$ cat config.mk
export PLATFORM = sky130hd
export DESIGN_NAME = vga_timing
export DESIGN_NICKNAME = d
export VERILOG_FILES = /design/src/rtl/vga_pkg.sv /design/src/rtl/vga_axis_counter.sv /design/src/rtl/vga_timing.sv
export SDC_FILE = /design/constraint.sdc
export NUM_CORES = 1
export LEC_CHECK = 0
export CAP_MARGIN = 20
export CORE_UTILIZATION = 40
export CTS_CLUSTER_SIZE = 28
export DETAILED_ROUTE_END_ITERATION = 12
export PLACE_DENSITY = 0.64
export SYNTH_ARGS = -nofsm -noshare
export SYNTH_HDL_FRONTEND = slang
export SYNTH_SLANG_ARGS = --single-unit
$ cat constraint.sdc
create_clock -name clk_25 -period 3.3 [get_ports clk_25]
set_input_delay 0.825 -clock clk_25 [delete_from_list [all_inputs] [get_ports clk_25]]
set_output_delay 0.825 -clock clk_25 [all_outputs]
set_load 0.005 [all_outputs]
$ cat src/rtl/vga_pkg.sv
// vga_pkg -- shared definitions for the VGA timing generator.
//
// Holds the 640x480@60 timing constants, the generator FSM state type
// (IDLE, RUN), the per-axis region type (ACTIVE, FP, SYNC, BP) and a helper
// that classifies a coordinate into its region.
//
// Optional feature macro used by the design: VGA_FRAME_CNT_EN (frame counter).

package vga_pkg;

    // 640x480@60 Hz, 25 MHz pixel clock.
    localparam int unsigned VGA_H_ACTIVE = 640;
    localparam int unsigned VGA_H_FP     = 16;
    localparam int unsigned VGA_H_SYNC   = 96;
    localparam int unsigned VGA_H_BP     = 48;
    localparam int unsigned VGA_V_ACTIVE = 480;
    localparam int unsigned VGA_V_FP     = 10;
    localparam int unsigned VGA_V_SYNC   = 2;
    localparam int unsigned VGA_V_BP     = 33;

    // Coordinates are 10 bits wide, so an axis may be at most 1024 long.
    localparam int unsigned AXIS_MAX_TOTAL = 1024;

    // Generator FSM. Kept as plain constants so the encoding is explicit.
    typedef logic [0:0] state_t;
    localparam state_t IDLE = 1'b0;
    localparam state_t RUN  = 1'b1;

    // Region of one axis. The order matches the order along the axis.
    typedef enum logic [1:0] {
        ACTIVE = 2'd0,
        FP     = 2'd1,
        SYNC   = 2'd2,
        BP     = 2'd3
    } region_t;

    // Classify a coordinate; anything past active+fp+sync is back porch.
    function automatic logic [1:0] region_of(
        input logic [9:0]  coord,
        input logic [10:0] len_active,
        input logic [10:0] len_fp,
        input logic [10:0] len_sync
    );
        logic [10:0] c;
        c = {1'b0, coord};
        if (c < len_active) begin
            return ACTIVE;
        end else if (c < len_active + len_fp) begin
            return FP;
        end else if (c < len_active + len_fp + len_sync) begin
            return SYNC;
        end else begin
            return BP;
        end
    endfunction

endpackage

$ cat src/rtl/vga_axis_counter.sv
// vga_axis_counter -- one axis (horizontal or vertical) of the VGA raster.
//
// Counts 0 .. (active+fp+sync+bp)-1 on each tick and wraps to 0. Used twice
// by vga_timing: the horizontal instance ticks on every enabled pixel, the
// vertical instance ticks on the horizontal wrap.
//
// Ports:
//   clk_i         pixel clock (rising edge)
//   rst_i         synchronous active-high reset, count returns to 0
//   tick_i        advance the count by one
//   len_active_i  length of the visible region
//   len_fp_i      length of the front porch
//   len_sync_i    length of the sync pulse
//   len_bp_i      length of the back porch
//   count_o       current coordinate (registered)
//   region_o      region of count_o (a region_t value)
//   wrap_o        tick_i while count_o is the last coordinate of the axis

module vga_axis_counter
    import vga_pkg::*;
(
    input  logic        clk_i,
    input  logic        rst_i,
    input  logic        tick_i,
    input  logic [10:0] len_active_i,
    input  logic [10:0] len_fp_i,
    input  logic [10:0] len_sync_i,
    input  logic [10:0] len_bp_i,
    output logic [9:0]  count_o,
    output logic [1:0]  region_o,
    output logic        wrap_o
);

    logic [9:0]  count_q;
    logic [9:0]  count_d;
    logic [10:0] total;
    logic        last;

    assign total  = len_active_i + len_fp_i + len_sync_i + len_bp_i;
    assign last   = ({1'b0, count_q} == (total - 11'd1));
    assign wrap_o = tick_i && last;

    always_comb begin
        count_d = count_q;
        if (tick_i) begin
            count_d = last ? 10'd0 : (count_q + 10'd1);
        end
    end

    always_ff @(posedge clk_i) begin
        if (rst_i) begin
            count_q <= 10'd0;
        end else begin
            count_q <= count_d;
        end
    end

    assign count_o  = count_q;
    assign region_o = region_of(count_q, len_active_i, len_fp_i, len_sync_i);

endmodule

$ cat src/rtl/vga_timing.sv
// vga_timing -- VGA raster timing generator (default 640x480@60).
//
// The two axis counters run one pixel ahead of the outputs: each enabled
// cycle the output registers capture the counters' pixel and its decodes,
// while the counters step to the following pixel. Every output is therefore
// a flop and all of them describe the same pixel in the same cycle.
//
// Ports:
//   clk_25        pixel clock, all logic on its rising edge
//   rst           synchronous active-high reset (dominates en)
//   en            pixel-advance enable; when low everything holds
//   sx, sy        current coordinate
//   hsync, vsync  sync outputs, asserted level H_POL / V_POL
//   active_pixel  (sx,sy) is in the visible area
//   line_start    high while sx==0
//   frame_start   high while sx==0 && sy==0
//   frame_cnt     frame index (only with `define VGA_FRAME_CNT_EN)
//
// Configuration macro: VGA_FRAME_CNT_EN adds the frame_cnt port/register.

module vga_timing
    import vga_pkg::*;
#(
    parameter int unsigned H_ACTIVE = VGA_H_ACTIVE,
    parameter int unsigned H_FP     = VGA_H_FP,
    parameter int unsigned H_SYNC   = VGA_H_SYNC,
    parameter int unsigned H_BP     = VGA_H_BP,
    parameter int unsigned V_ACTIVE = VGA_V_ACTIVE,
    parameter int unsigned V_FP     = VGA_V_FP,
    parameter int unsigned V_SYNC   = VGA_V_SYNC,
    parameter int unsigned V_BP     = VGA_V_BP,
    parameter logic        H_POL    = 1'b0,
    parameter logic        V_POL    = 1'b0
) (
    input  logic        clk_25,
    input  logic        rst,
    input  logic        en,
    output logic [9:0]  sx,
    output logic [9:0]  sy,
    output logic        hsync,
    output logic        vsync,
    output logic        active_pixel,
    output logic        line_start,
    output logic        frame_start
`ifdef VGA_FRAME_CNT_EN
    ,
    output logic [15:0] frame_cnt
`endif
);

    localparam int unsigned H_TOTAL = H_ACTIVE + H_FP + H_SYNC + H_BP;
    localparam int unsigned V_TOTAL = V_ACTIVE + V_FP + V_SYNC + V_BP;

    // Coordinates are 10 bits; longer axes cannot be represented.
    generate
        if (H_TOTAL > AXIS_MAX_TOTAL || H_TOTAL == 0) begin : g_bad_h_total
            $error("vga_timing: H_TOTAL=%0d must be 1..%0d", H_TOTAL, AXIS_MAX_TOTAL);
        end
        if (V_TOTAL > AXIS_MAX_TOTAL || V_TOTAL == 0) begin : g_bad_v_total
            $error("vga_timing: V_TOTAL=%0d must be 1..%0d", V_TOTAL, AXIS_MAX_TOTAL);
        end
    endgenerate

    localparam logic [10:0] H_ACTIVE_L = 11'(H_ACTIVE);
    localparam logic [10:0] H_FP_L     = 11'(H_FP);
    localparam logic [10:0] H_SYNC_L   = 11'(H_SYNC);
    localparam logic [10:0] H_BP_L     = 11'(H_BP);
    localparam logic [10:0] V_ACTIVE_L = 11'(V_ACTIVE);
    localparam logic [10:0] V_FP_L     = 11'(V_FP);
    localparam logic [10:0] V_SYNC_L   = 11'(V_SYNC);
    localparam logic [10:0] V_BP_L     = 11'(V_BP);

    // ------------------------------------------------------------------
    // Look-ahead pixel: the pixel the outputs will show on the next
    // enabled cycle.
    // ------------------------------------------------------------------
    logic [9:0] h_count;
    logic [9:0] v_count;
    logic [1:0] h_region;
    logic [1:0] v_region;
    logic       h_wrap;
    logic       v_wrap;

    vga_axis_counter u_h_axis (
        .clk_i        (clk_25),
        .rst_i        (rst),
        .tick_i       (en),
        .len_active_i (H_ACTIVE_L),
        .len_fp_i     (H_FP_L),
        .len_sync_i   (H_SYNC_L),
        .len_bp_i     (H_BP_L),
        .count_o      (h_count),
        .region_o     (h_region),
        .wrap_o       (h_wrap)
    );

    vga_axis_counter u_v_axis (
        .clk_i        (clk_25),
        .rst_i        (rst),
        .tick_i       (h_wrap),
        .len_active_i (V_ACTIVE_L),
        .len_fp_i     (V_FP_L),
        .len_sync_i   (V_SYNC_L),
        .len_bp_i     (V_BP_L),
        .count_o      (v_count),
        .region_o     (v_region),
        .wrap_o       (v_wrap)
    );

    // The look-ahead pixel is (0,0) right after reset and right after the
    // vertical wrap; remembering that avoids a second 20-bit compare.
    logic origin_q;

    always_ff @(posedge clk_25) begin
        if (rst) begin
            origin_q <= 1'b1;
        end else if (en) begin
            origin_q <= v_wrap;
        end
    end

    // ------------------------------------------------------------------
    // FSM: IDLE until the first enabled cycle after reset, then RUN.
    // ------------------------------------------------------------------
    state_t state_q;
    state_t state_d;

    always_comb begin
        state_d = state_q;
        if (en) begin
            state_d = RUN;
        end
    end

    always_ff @(posedge clk_25) begin
        if (rst) begin
            state_q <= IDLE;
        end else begin
            state_q <= state_d;
        end
    end

    // ------------------------------------------------------------------
    // Output registers. With en low nothing is loaded, so strobes keep
    // their current value and downstream logic qualifies them with en.
    // ------------------------------------------------------------------
    logic [9:0] sx_q;
    logic [9:0] sy_q;
    logic       hsync_q;
    logic       vsync_q;
    logic       active_q;
    logic       line_start_q;
    logic       frame_start_q;

    always_ff @(posedge clk_25) begin
        if (rst) begin
            sx_q          <= 10'd0;
            sy_q          <= 10'd0;
            hsync_q       <= ~H_POL;
            vsync_q       <= ~V_POL;
            active_q      <= 1'b0;
            line_start_q  <= 1'b0;
            frame_start_q <= 1'b0;
        end else if (en) begin
            sx_q          <= h_count;
            sy_q          <= v_count;
            hsync_q       <= (h_region == SYNC) ? H_POL : ~H_POL;
            vsync_q       <= (v_region == SYNC) ? V_POL : ~V_POL;
            active_q      <= (h_region == ACTIVE) && (v_region == ACTIVE);
            line_start_q  <= (h_count == 10'd0);
            frame_start_q <= origin_q;
        end
    end

    assign sx           = sx_q;
    assign sy           = sy_q;
    assign hsync        = hsync_q;
    assign vsync        = vsync_q;
    assign active_pixel = active_q;
    assign line_start   = line_start_q;
    assign frame_start  = frame_start_q;

`ifdef VGA_FRAME_CNT_EN
    // The frame shown on leaving IDLE is frame 0; every later frame start
    // counts up, wrapping naturally at 16 bits.
    logic [15:0] frame_cnt_q;

    always_ff @(posedge clk_25) begin
        if (rst) begin
            frame_cnt_q <= 16'd0;
        end else if (en && origin_q) begin
            frame_cnt_q <= (state_q == IDLE) ? 16'd0 : (frame_cnt_q + 16'd1);
        end
    end

    assign frame_cnt = frame_cnt_q;
`endif

endmodule

# Yosys cells after proc, flatten, opt, wreduce, memory -nomap -nowiden
# Index checks and enable logic that the tools add are counted.
totals:
  ff_bits: 46
  wordCells: 38
  out_inout_bits: 25
op_classes:
  add_sub_neg: 2
  reduce_logical: 6
  n_eq_ne: 4
  muxes: 10
  order_cmp: 6
op_table:
  columns: ["operator", "n"]
  rows:
  - ["$lt A10 B10 Y1 const B", 3]
  - ["$lt A10 B9 Y1 const B", 3]
  - ["$add A10 B1 Y10 const B", 2]
  - ["$eq A10 B10 Y1 const B", 2]
  - ["$mux W10", 2]
  - ["$logic_not A10 Y1", 1]
  - ["$mux W2", 4]
  - ["$eq A2 B2 Y1 const B", 2]
  - ["$logic_not A2 Y1", 2]
  - ["$mux W1", 4]
  - ["$logic_and A1 B1 Y1", 3]

# Logic depth before layout (Yosys ltp)
# Gate-level depths: netlist (run 1).
depth:
  word_depth: 6
  ltp_mapped: 7
  ltp_nobuf: 6

# Modules after synthesis
# A second synthesis (run 1) with hierarchy kept.
unflattened:
  cells_unflattened: 803
  hier_area_um2: 6636.4
by_module_without_submodules:
  columns: ["mod", "seq_area_each_um2", "n_inst", "cells_each", "area_each_um2"]
  rows:
  - ["vga_axis_counter (u_v_axis)", 200.2, 1, 364, 2851.5]
  - ["vga_axis_counter (u_h_axis)", 200.2, 1, 346, 2787.7]
  - ["vga_timing", 520.5, 1, 93, 997.2]

# Least setup slack after synthesis (run 1)
# No wires, ideal clock.
synth_path:
  kind: "in2reg"
  from: "input port en"
  to: "register origin_q"
  setup_ns: 0.114
  slack_ns: 1.401
  n_path_buf: 2
  arrival_time_ns: 1.785
  cell_stages: 6
  cell_sequence: "and4b_4 > and3_1 > buf_2 > a21o_4 > buf_6 > a21o_1"
synth_via:
  elab_chain_len: 2
synth_lines:
  columns: ["item", "line_no", "text"]
  rows:
  - ["from (decl)", "vga_timing.sv:37", "input logic en,"]
  - ["$logic_and A1 B1 Y1 (2 in series)", "vga_axis_counter.sv:41", "assign wrap_o = tick_i && last;"]
  - ["to (signal assigned)", "vga_timing.sv:118", "origin_q <= v_wrap;"]
  - ["to (decl)", "vga_timing.sv:112", "logic origin_q;"]
# Parallel ways exist; a longest one is shown, timed or not.
# A chain may end at the register's enable or synchronous reset.

# Worst setup path in the final report (run 1)
layout_path:
  from: "input port en"
  to: "register u_v_axis.count_q[8], in the netlist u_v_axis.count_o[8]"
layout_via:
  elab_chain_len: 1
layout_lines:
  columns: ["item", "line_no", "text"]
  rows:
  - ["$logic_and A1 B1 Y1", "vga_axis_counter.sv:41", null]
  - ["to (signal assigned)", "vga_axis_counter.sv:54", "count_q <= count_d;"]
  - ["to (decl)", "vga_axis_counter.sv:34", "logic [9:0] count_q;"]
# Every way passes these cells.

==> flow_metrics.py, run 1 <==
metrics = {
    "floorplan": {
        "core_area_um2": 4790,
        "fp.dieW_um": 73.1,
        "fp.dieH_um": 73.1,
        "io_pins": 28,
        "std_cell_rows": 25,
        "start_util_pct": 42.3,
        "die_area_um2": 5350,
    },
    "yosys": {
        "avgSynthCellArea_um2": 9.28,
        "synth.area.top_cells": "dfxtp_1, mux2i_1, nor2_1",
        "yosysWarnings": 0,
        "ys_ff_latch": 46,
        "synth_largest_area_cell": "dfxtp_1",
        "synth_cell_types": 42,
        "synth.net_count": 225,
        "synth_top_area_share_pct": 45.5,
        "synth_seq_area_share_pct": 45.5,
        "synth_edf_count": 0,
        "ys_async_sr_fraction_pct": 0,
        "syn-cell-area_um2": 2020,
        "synthFlopType": "dfxtp_1",
        "synthCells": 218,
    },
    "grt": {
        "track_usage_pct": 16.7,
        "grt-ovfl-total": 0,
        "grt_use_met1_pct": 24.5,
        "grt.busiest_layer": "met1",
        "antenna_found_initial": 0,
        "grt_pass1_wl_um": 6870,
        "grt_max_degree": 32,
        "grt_pass1_vias": 1399,
        "use_met2_pct": 23.6,
        "met3_usage_pct": 4.14,
    },
    "detailed_routing": {
        "drtIter0Drc": 53,
        "wl_um": 4010,
        "via_per_inst": 5.00,
        "postRouteAntennaNets": 0,
        "post_drt_wl_per_cell_um": 12.9,
        "firstDrtPassIters": 4,
        "drc": 0,
        "vias": 1554,
    },
    "layout": {
        "fill_cells": 447,
        "multi_input_area_um2": 1000,
        "area_growth_pct": 19.5,
        "regArea_um2": 921,
        "antenna_cells": 0,
        "stdcell_area_um2": 2420,
        "nets": 250,
        "drive_above_1_share_pct": 8.20,
    },
    "setup_path": {
        "arrival_ns": 2.43,
        "critPathMaxFanout": 19,
        "crit_slowest_cell": "or4_1",
        "critPathTopFamily": "simple AND/OR/NAND/NOR gates",
        "worstPathCellList": "clkdlybuf4s50_1, and4b_4, nand3_4, or4_1, a21oi_1",
        "worstSetupStartpointType": "input port",
        "cpPeakStageDelay_ns": 0.55,
        "cp.required_ns": 3.53,
        "path_buf_inv": 1,
        "end_kind": "register",
        "critical_path_class": "input port to register",
    },
    "clock_tree": {
        "cts_hold_buf": 0,
        "cts_buffer_depth": 2,
        "path_clk_slew_ns": 0.08,
        "cts_setup_buffers": 0,
        "cts_tree": "built",
        "cts_resized": 0,
        "cts_root_buf": "clkbuf_8",
        "insertion_delay_ns": 0.29,
        "cts-buffers-inserted": 5,
        "h-tree-depth": 2,
        "clkSinkCount": 46,
    },
    "placement": {
        "dp_hpwl_um": 2670,
        "place_area_um2": 2330,
        "place.gp.congestion": 0.838,
        "portBuffers": 27,
    },
    "timing": {
        "rsz0062_at_grt": "no",
        "clock_skew_ns": 0.00337,
        "setup-violations-final": 0,
        "maxSlewHeadroom_pct": 67.8,
        "drv_slew": 0,
        "fin_setup_tns_ns": 0,
        "hold_viol_final": 0,
        "fmax_mhz": 454,
        "fin_crit_ns": 2.20,
        "tightest_slew_ns": 0.481,
        "fin_crit_sh_pct": 66.8,
    },
    "pwr": {
        "powerDensity_nw_per_um2": 399,
        "p_leak_nw": 0.886,
        "p_total_mw": 0.964,
        "ir_drop_mv": 0.269,
    },
    "flow_run": {
        "drv_cap": 0,
    },
    "hold_path": {
        "hold_class": "register to register",
    },
    "outcome": {
        "status": "finished clean",
    },
}
routing by layer:
| metal | routed length [µm] | part of all wire (%) |
|---|---|---|
| met1 | 2180 | 54 |
| met2 | 1640 | 41 |
| met3 | 144 | 3.6 |
| met4 | 40 | 1.0 |
| met5 | 0 | 0 |
cells in the mapped netlist, drive strengths merged (2+ instances only):
master   n
or3      8
clkbuf   4
nand3   11
or4      2
xor2     5
dfxtp   46
nand2   11
nor2    24
o31ai    2
a21o     2
nand4b   2
and2     3
buf      8
and3     4
a21oi   14
nor4     2
nor3    10
mux2i   21
xnor2    3
ha       4
nand4    8
o21ai    7
inv      8
layout make-up:
type	instances	area share (%)
timing repair buffer	30	12.1
multi-input combinational	152	41.3
clock buffer	7	3.57
inverter	8	1.24
sequential	46	38.1
clock inverter	1	0.207
tap	67	3.47
logic make-up (layout without fill, tap and decap cells):
logic type      after synthesis  count (layout)  synth area share, %
xor+xnor                      8               8                 3.46
simple gates                 92              92                 25.4
flops                        46              46                 45.5
fa+ha+maj                     4               4                 2.47
compound gates               27              27                 7.73
mux                          21              21                 10.4
buf+inv                      20              46                 5.07
report_power, final:
part | switching, mW | internal, mW | leakage [nW]
logic | 0.0264 | 0.0229 | 0.466
clock network | 0.179 | 0.169 | 0.0482
registers | 0.00532 | 0.561 | 0.372
total | 0.211 | 0.753 | 0.886
worst reg2reg max path: stages, from the launching register on:
cell      delay [ns]
dfxtp_1         0.44
ha_1            0.23
and4bb_4        0.28
nand3_4         0.18
or4_1           0.55
a21oi_1         0.16
flip-flops by register name, summed over array words and instances, names as in the netlist:
register / count
frame_start: 1
sy: 10
hsync: 1
u_h_axis.count_o: 10
active_pixel: 1
sx: 10
line_start: 1
origin_q: 1
vsync: 1
u_v_axis.count_o: 10
placed cells by master, fill, tap and decap left out, types with 2 or more instances in the layout:
| cell | instances |
|---|---|
| clkbuf_8 | 6 |
| buf_4 | 3 |
| dfxtp_1 | 46 |
| o21ai_0 | 7 |
| nand3_1 | 10 |
| inv_1 | 8 |
| nor2_1 | 24 |
| nor3_1 | 10 |
| mux2i_1 | 21 |
| ha_1 | 4 |
| xnor2_1 | 3 |
| or3_1 | 7 |
| nand4_1 | 8 |
| nor4_1 | 2 |
| nand2_1 | 11 |
| and3_1 | 3 |
| or4_1 | 2 |
| xor2_1 | 5 |
| a21oi_1 | 14 |
| clkdlybuf4s50_1 | 27 |
| o31ai_1 | 2 |
| nand4b_1 | 2 |
final timing paths:
kind                            start                   to  slack [ns]  cells past startpoint
setup / recovery                   en  u_v_axis.count_o[8]        1.10                      5
hold reg to reg              origin_q             origin_q        0.47                      1
setup reg to reg  u_h_axis.count_o[0]  u_v_axis.count_o[8]        1.40                      5
hold / removal               origin_q             origin_q        0.47                      1
metrics by stage:
step	cells	util (%)	hold WS [ns]	worst slack, ns
finish	311	50.5	0.466	1.10
global route	311	50.5	0.493	0.965
CTS	311	50.5	0.470	1.08
detailed placement	303	48.6	0.450	0.764
global placement	303	48.6	0.438	0.808
floorplan	218	-	0.430	1.40
(Power assumes the default switching activity.)
==> inputs of run 2 (changes only) <==
--- a/config.mk
+++ b/config.mk
@@ -9,7 +9,7 @@
 export CORE_UTILIZATION = 40
 export CTS_CLUSTER_SIZE = 28
 export DETAILED_ROUTE_END_ITERATION = 12
-export PLACE_DENSITY = 0.64
+export PLACE_DENSITY = 0.67
 export SYNTH_ARGS = -nofsm -noshare
 export SYNTH_HDL_FRONTEND = slang
 export SYNTH_SLANG_ARGS = --single-unit
==> constraint.sdc (replaced) <==
create_clock -name clk_25 -period 1.8 [get_ports clk_25]
set_input_delay 0.45 -clock clk_25 [delete_from_list [all_inputs] [get_ports clk_25]]
set_output_delay 0.45 -clock clk_25 [all_outputs]
set_load 0.005 [all_outputs]
==> run 2 against run 1 <==
Die area is the same. Sequential cell count is the same. Highest routed layer unchanged. Wire length grew 12%. Critical path depth grew 1. Cell count grew 5.5%. Register-to-register slack lost 1.3 ns. Via count grew 7.7%.
==> flow_metrics.py, run 2 (synthesis gave the netlist of run 1 again) <==
metrics = {
    "clock_tree": {
        "cts_tree": "built",
        "insertion_delay_ns": 0.30,
        "cts_setup_buffers": 0,
        "path_clk_slew_ns": 0.08,
        "clkSinkCount": 46,
        "cts_hold_buf": 0,
        "h-tree-depth": 2,
        "cts_buffer_depth": 2,
        "cts-buffers-inserted": 5,
        "cts_root_buf": "clkbuf_8",
    },
    "setup_path": {
        "critical_path_class": "input port to register",
        "cp.required_ns": 2.04,
        "critPathMaxFanout": 8,
        "end_kind": "register",
        "arrival_ns": 1.98,
        "worstSetupStartpointType": "input port",
    },
    "layout": {
        "regArea_um2": 921,
        "area_growth_pct": 28.8,
        "final_common_cell": "dfxtp_1",
        "antenna_cells": 0,
        "nets": 267,
        "drive_above_1_share_pct": 14.9,
        "multi_input_area_um2": 1000,
        "final_cell_mix": "dfxtp_1, clkdlybuf4s50_1, nor2_1",
        "fill_cells": 451,
        "utilization_pct": 54.4,
    },
    "detailed_routing": {
        "wl_um": 4470,
        "via_per_inst": 5.10,
        "drtIter0Drc": 76,
        "drc": 0,
        "postRouteAntennaNets": 0,
        "vias": 1674,
        "post_drt_wl_per_cell_um": 13.6,
        "firstDrtPassIters": 4,
    },
    "grt": {
        "grt_pass1_wl_um": 7380,
        "grt_pass1_vias": 1558,
        "use_met2_pct": 28.5,
        "met3_usage_pct": 4.97,
        "antenna_found_initial": 0,
        "grt_use_met1_pct": 24.1,
        "track_usage_pct": 18.3,
        "grt.busiest_layer": "met2",
        "grt-ovfl-total": 0,
        "grt_max_degree": 22,
    },
    "pwr": {
        "ir_drop_mv": 0.454,
        "p_leak_nw": 0.997,
        "p_total_mw": 2.08,
        "powerDensity_nw_per_um2": 798,
    },
    "floorplan": {
        "std_cell_rows": 25,
        "fp.dieH_um": 73.1,
        "io_pins": 28,
        "die_area_um2": 5350,
        "fp.dieW_um": 73.1,
        "core_area_um2": 4790,
        "start_util_pct": 42.3,
    },
    "flow_run": {
        "drv_cap": 0,
    },
    "placement": {
        "post-place-ws_ns": -0.238,
        "portBuffers": 27,
        "dp_hpwl_um": 3080,
        "place.gp.congestion": 0.849,
    },
    "timing": {
        "fin_setup_tns_ns": 0,
        "tightest_slew_ns": 0.271,
        "maxSlewHeadroom_pct": 81.8,
        "setup-violations-final": 0,
        "fin_crit_ns": 1.75,
        "drv_slew": 0,
        "fmax_mhz": 572,
        "rsz0062_at_grt": "yes",
        "fin_crit_sh_pct": 97.1,
        "hold_viol_final": 0,
        "clock_skew_ns": 0.00252,
        "setup_ws_ns": 0.0529,
    },
    "hold_path": {
        "hold_class": "register to register",
    },
    "outcome": {
        "status": "finished clean",
    },
}
[run 2: final cells by class]
cell class / instances / share of cell area (%)
multi-input cells: 152 / 38.5
clock inverters: 2 / 2.31
clock buffers: 6 / 3.17
inverters: 8 / 1.15
well taps: 67 / 3.22
flip-flops and latches: 46 / 35.4
repair buffers: 47 / 16.3
[run 2: worst max-delay path, cell delays in order]
cell	delay (ns)
clkdlybuf4s50_1	0.50
and4b_4	0.26
nand3_4	0.12
buf_4	0.18
or3_1	0.34
a21oi_1	0.14
[run 2: where the power goes]
group          leakage, nW  internal (mW)  switching [mW]
clock               0.0714          0.592           0.347
combinational        0.553         0.0508          0.0541
sequential           0.372           1.03         0.00629
total                0.997           1.67           0.407
[run 2: final timing paths]
check | from | end | slack [ns] | cells after the start
setup / recovery | en | u_v_axis.count_o[4] | 0.05 | 6
hold / removal | origin_q | origin_q | 0.46 | 1
setup reg to reg | u_h_axis.count_o[0] | u_v_axis.count_o[4] | 0.14 | 6
hold reg to reg | origin_q | origin_q | 0.46 | 1
[run 2: layer usage]
metal,vias to the layer above,wire length [µm]
li1,848,-
met4,0,65
met5,-,0
met2,37,2010
met1,781,2230
met3,8,165
[run 2: stage by stage]
step | hold slack (ns) | instance area (µm²) | cells
CTS | 0.473 | 2600 | 328
finish | 0.465 | 2610 | 328
detailed placement | 0.452 | 2450 | 320
global route | 0.496 | 2610 | 328
floorplan | 0.430 | 2020 | 218
global placement | 0.438 | 2450 | 320
[run 2: timing repair]
action / in CTS / in global routing
endpoints found under the hold margin: 0 / 0
resized for setup: 0 / 2
setup endpoints to repair: 0 / 2
==> inputs of run 3 (changes only) <==
--- a/config.mk
+++ b/config.mk
@@ -5,7 +5,7 @@
 export SDC_FILE = /design/constraint.sdc
 export NUM_CORES = 1
 export LEC_CHECK = 0
-export CAP_MARGIN = 20
+export CORE_MARGIN = 2
 export CORE_UTILIZATION = 40
 export CTS_CLUSTER_SIZE = 28
 export DETAILED_ROUTE_END_ITERATION = 12
==> run 3 against run 2 <==
Wire length down 3.0%. Fmax up 1.7%. Sequential share of layout area up 0.31 points. Utilization down 0.47 points. Critical endpoint is now u_v_axis.count_o[3].
==> flow_metrics.py, run 3 (synthesis gave the netlist of run 1 again) <==
metrics = {
    "hold_path": {
        "hold_class": "register to register",
    },
    "setup_path": {
        "crit_end": "u_v_axis.count_o[3]",
        "r2r_end": "u_v_axis.count_o[3]",
        "cp.required_ns": 2.04,
        "r2r_cells": 6,
        "critPathMaxFanout": 7,
        "crit_path_start": "en",
        "arrival_ns": 1.96,
        "path_buf_inv": 2,
        "crit_slowest_cell": "clkdlybuf4s50_1",
        "r2r-start": "u_h_axis.count_o[0]",
        "end_kind": "register",
        "critical_path_class": "input port to register",
        "cpPeakStageDelay_ns": 0.48,
        "critPathTopFamily": "simple AND/OR/NAND/NOR gates",
        "worstSetupStartpointType": "input port",
        "worstPathCellList": "clkdlybuf4s50_1, and4b_4, nand3_4, buf_4, or3_1, a21oi_1",
        "rrSetupSlack_ns": 0.12,
        "cp.depth": 6,
    },
    "timing": {
        "fin_crit_ns": 1.72,
        "clock_skew_ns": 0.00248,
        "whs_ns": 0.465,
        "rsz0062_at_grt": "no",
        "setup-violations-final": 0,
        "maxSlewHeadroom_pct": 79.7,
        "fin_crit_sh_pct": 95.4,
        "fmax_mhz": 582,
        "tightest_slew_ns": 0.302,
        "drv_slew": 0,
        "setup_ws_ns": 0.0823,
        "hold_viol_final": 0,
    },
    "layout": {
        "stdcell_area_um2": 2580,
        "drive_above_1_share_pct": 15.6,
        "fill_cells": 445,
        "nets": 269,
        "area_growth_pct": 27.6,
        "multi_input_area_um2": 1000,
        "antenna_cells": 0,
        "final_cell_mix": "dfxtp_1, clkdlybuf4s50_1, nor2_1",
        "final_common_cell": "dfxtp_1",
        "regArea_um2": 921,
    },
    "flow_run": {
        "drv_cap": 0,
    },
    "floorplan": {
        "die_area_um2": 5640,
        "fp.dieH_um": 75.1,
        "std_cell_rows": 25,
        "fp.dieW_um": 75.1,
        "io_pins": 28,
        "start_util_pct": 42.3,
        "core_area_um2": 4790,
    },
    "detailed_routing": {
        "vias": 1691,
        "postRouteAntennaNets": 0,
        "via_per_inst": 5.12,
        "drtIter0Drc": 79,
        "drc": 0,
        "post_drt_wl_per_cell_um": 13.1,
        "firstDrtPassIters": 4,
        "wl_um": 4340,
    },
    "grt": {
        "antenna_found_initial": 0,
        "grt_pass1_wl_um": 7390,
        "grt_pass1_vias": 1593,
        "grt-ovfl-total": 0,
        "track_usage_pct": 17.5,
        "grt_max_degree": 15,
    },
    "clock_tree": {
        "cts_hold_buf": 0,
        "h-tree-depth": 2,
        "clkSinkCount": 46,
        "cts_buffer_depth": 2,
        "cts_tree": "built",
        "insertion_delay_ns": 0.30,
        "path_clk_slew_ns": 0.08,
        "cts-buffers-inserted": 5,
        "cts_root_buf": "clkbuf_8",
    },
    "outcome": {
        "status": "finished clean",
    },
    "placement": {
        "post-place-ws_ns": -0.231,
        "place_area_um2": 2470,
        "dp_hpwl_um": 3100,
        "portBuffers": 27,
        "place.gp.congestion": 0.851,
    },
    "pwr": {
        "powerDensity_nw_per_um2": 725,
        "p_total_mw": 1.87,
        "ir_drop_mv": 0.422,
        "p_leak_nw": 0.988,
    },
}
## run 3: cell count changes in the layout (fill, tap and decap cells not counted), sizes merged
cell and change:
bufinv -2, clkbuf +2, buf +2
## run 3: metal layers
| layer | GRT usage, % | wire [µm] |
|---|---|---|
| met1 | 23.9 | 2190 |
| met2 | 26.3 | 1920 |
| met3 | 4.02 | 189 |
| met4 | 7.74 | 44 |
| met5 | 0 | 0 |
## run 3: how the worst min path moves through the flow
stage                     cells after the start         end  slack, ns        from
after floorplan                               1    origin_q       0.43    origin_q
final                                         2  line_start       0.47  line_start
after global routing                          2  line_start       0.49  line_start
after detailed placement                      2  line_start       0.46  line_start
after CTS                                     2  line_start       0.47  line_start
after global placement                        1    origin_q       0.44    origin_q
## run 3: final cells by class
type	count	share of cell area, %
timing repair buffer	49	16.9
tap	67	3.25
clock buffer	8	4.26
inverter	8	1.16
multi-input combinational	152	38.8
sequential	46	35.7
## run 3: metrics by stage
| stage | instances | TNS [ns] | utilization, % |
|---|---|---|---|
| floorplan | 218 | 0 | - |
| global placement | 322 | -1.97 | 51.6 |
| detailed placement | 322 | -2.50 | 51.6 |
| CTS | 330 | 0 | 53.9 |
| global route | 330 | 0 | 54.0 |
| finish | 330 | 0 | 54.0 |
## run 3: power by group
group	switching (mW)	internal (mW)	leakage [nW]
Clock	0.346	0.388	0.0575
Combinational	0.0527	0.0509	0.558
Sequential	0.00669	1.03	0.372
Total	0.406	1.47	0.988
## run 3: tightest hold or removal path, stage by stage (launching register included)
cell	delay, ns
dfxtp_1	0.32
nand2_1	0.06
a21oi_1	0.05
## run 3: timing repair
item,in CTS,in global routing
resized for setup,0,1
setup endpoints to repair,0,1
setup buffers,0,0
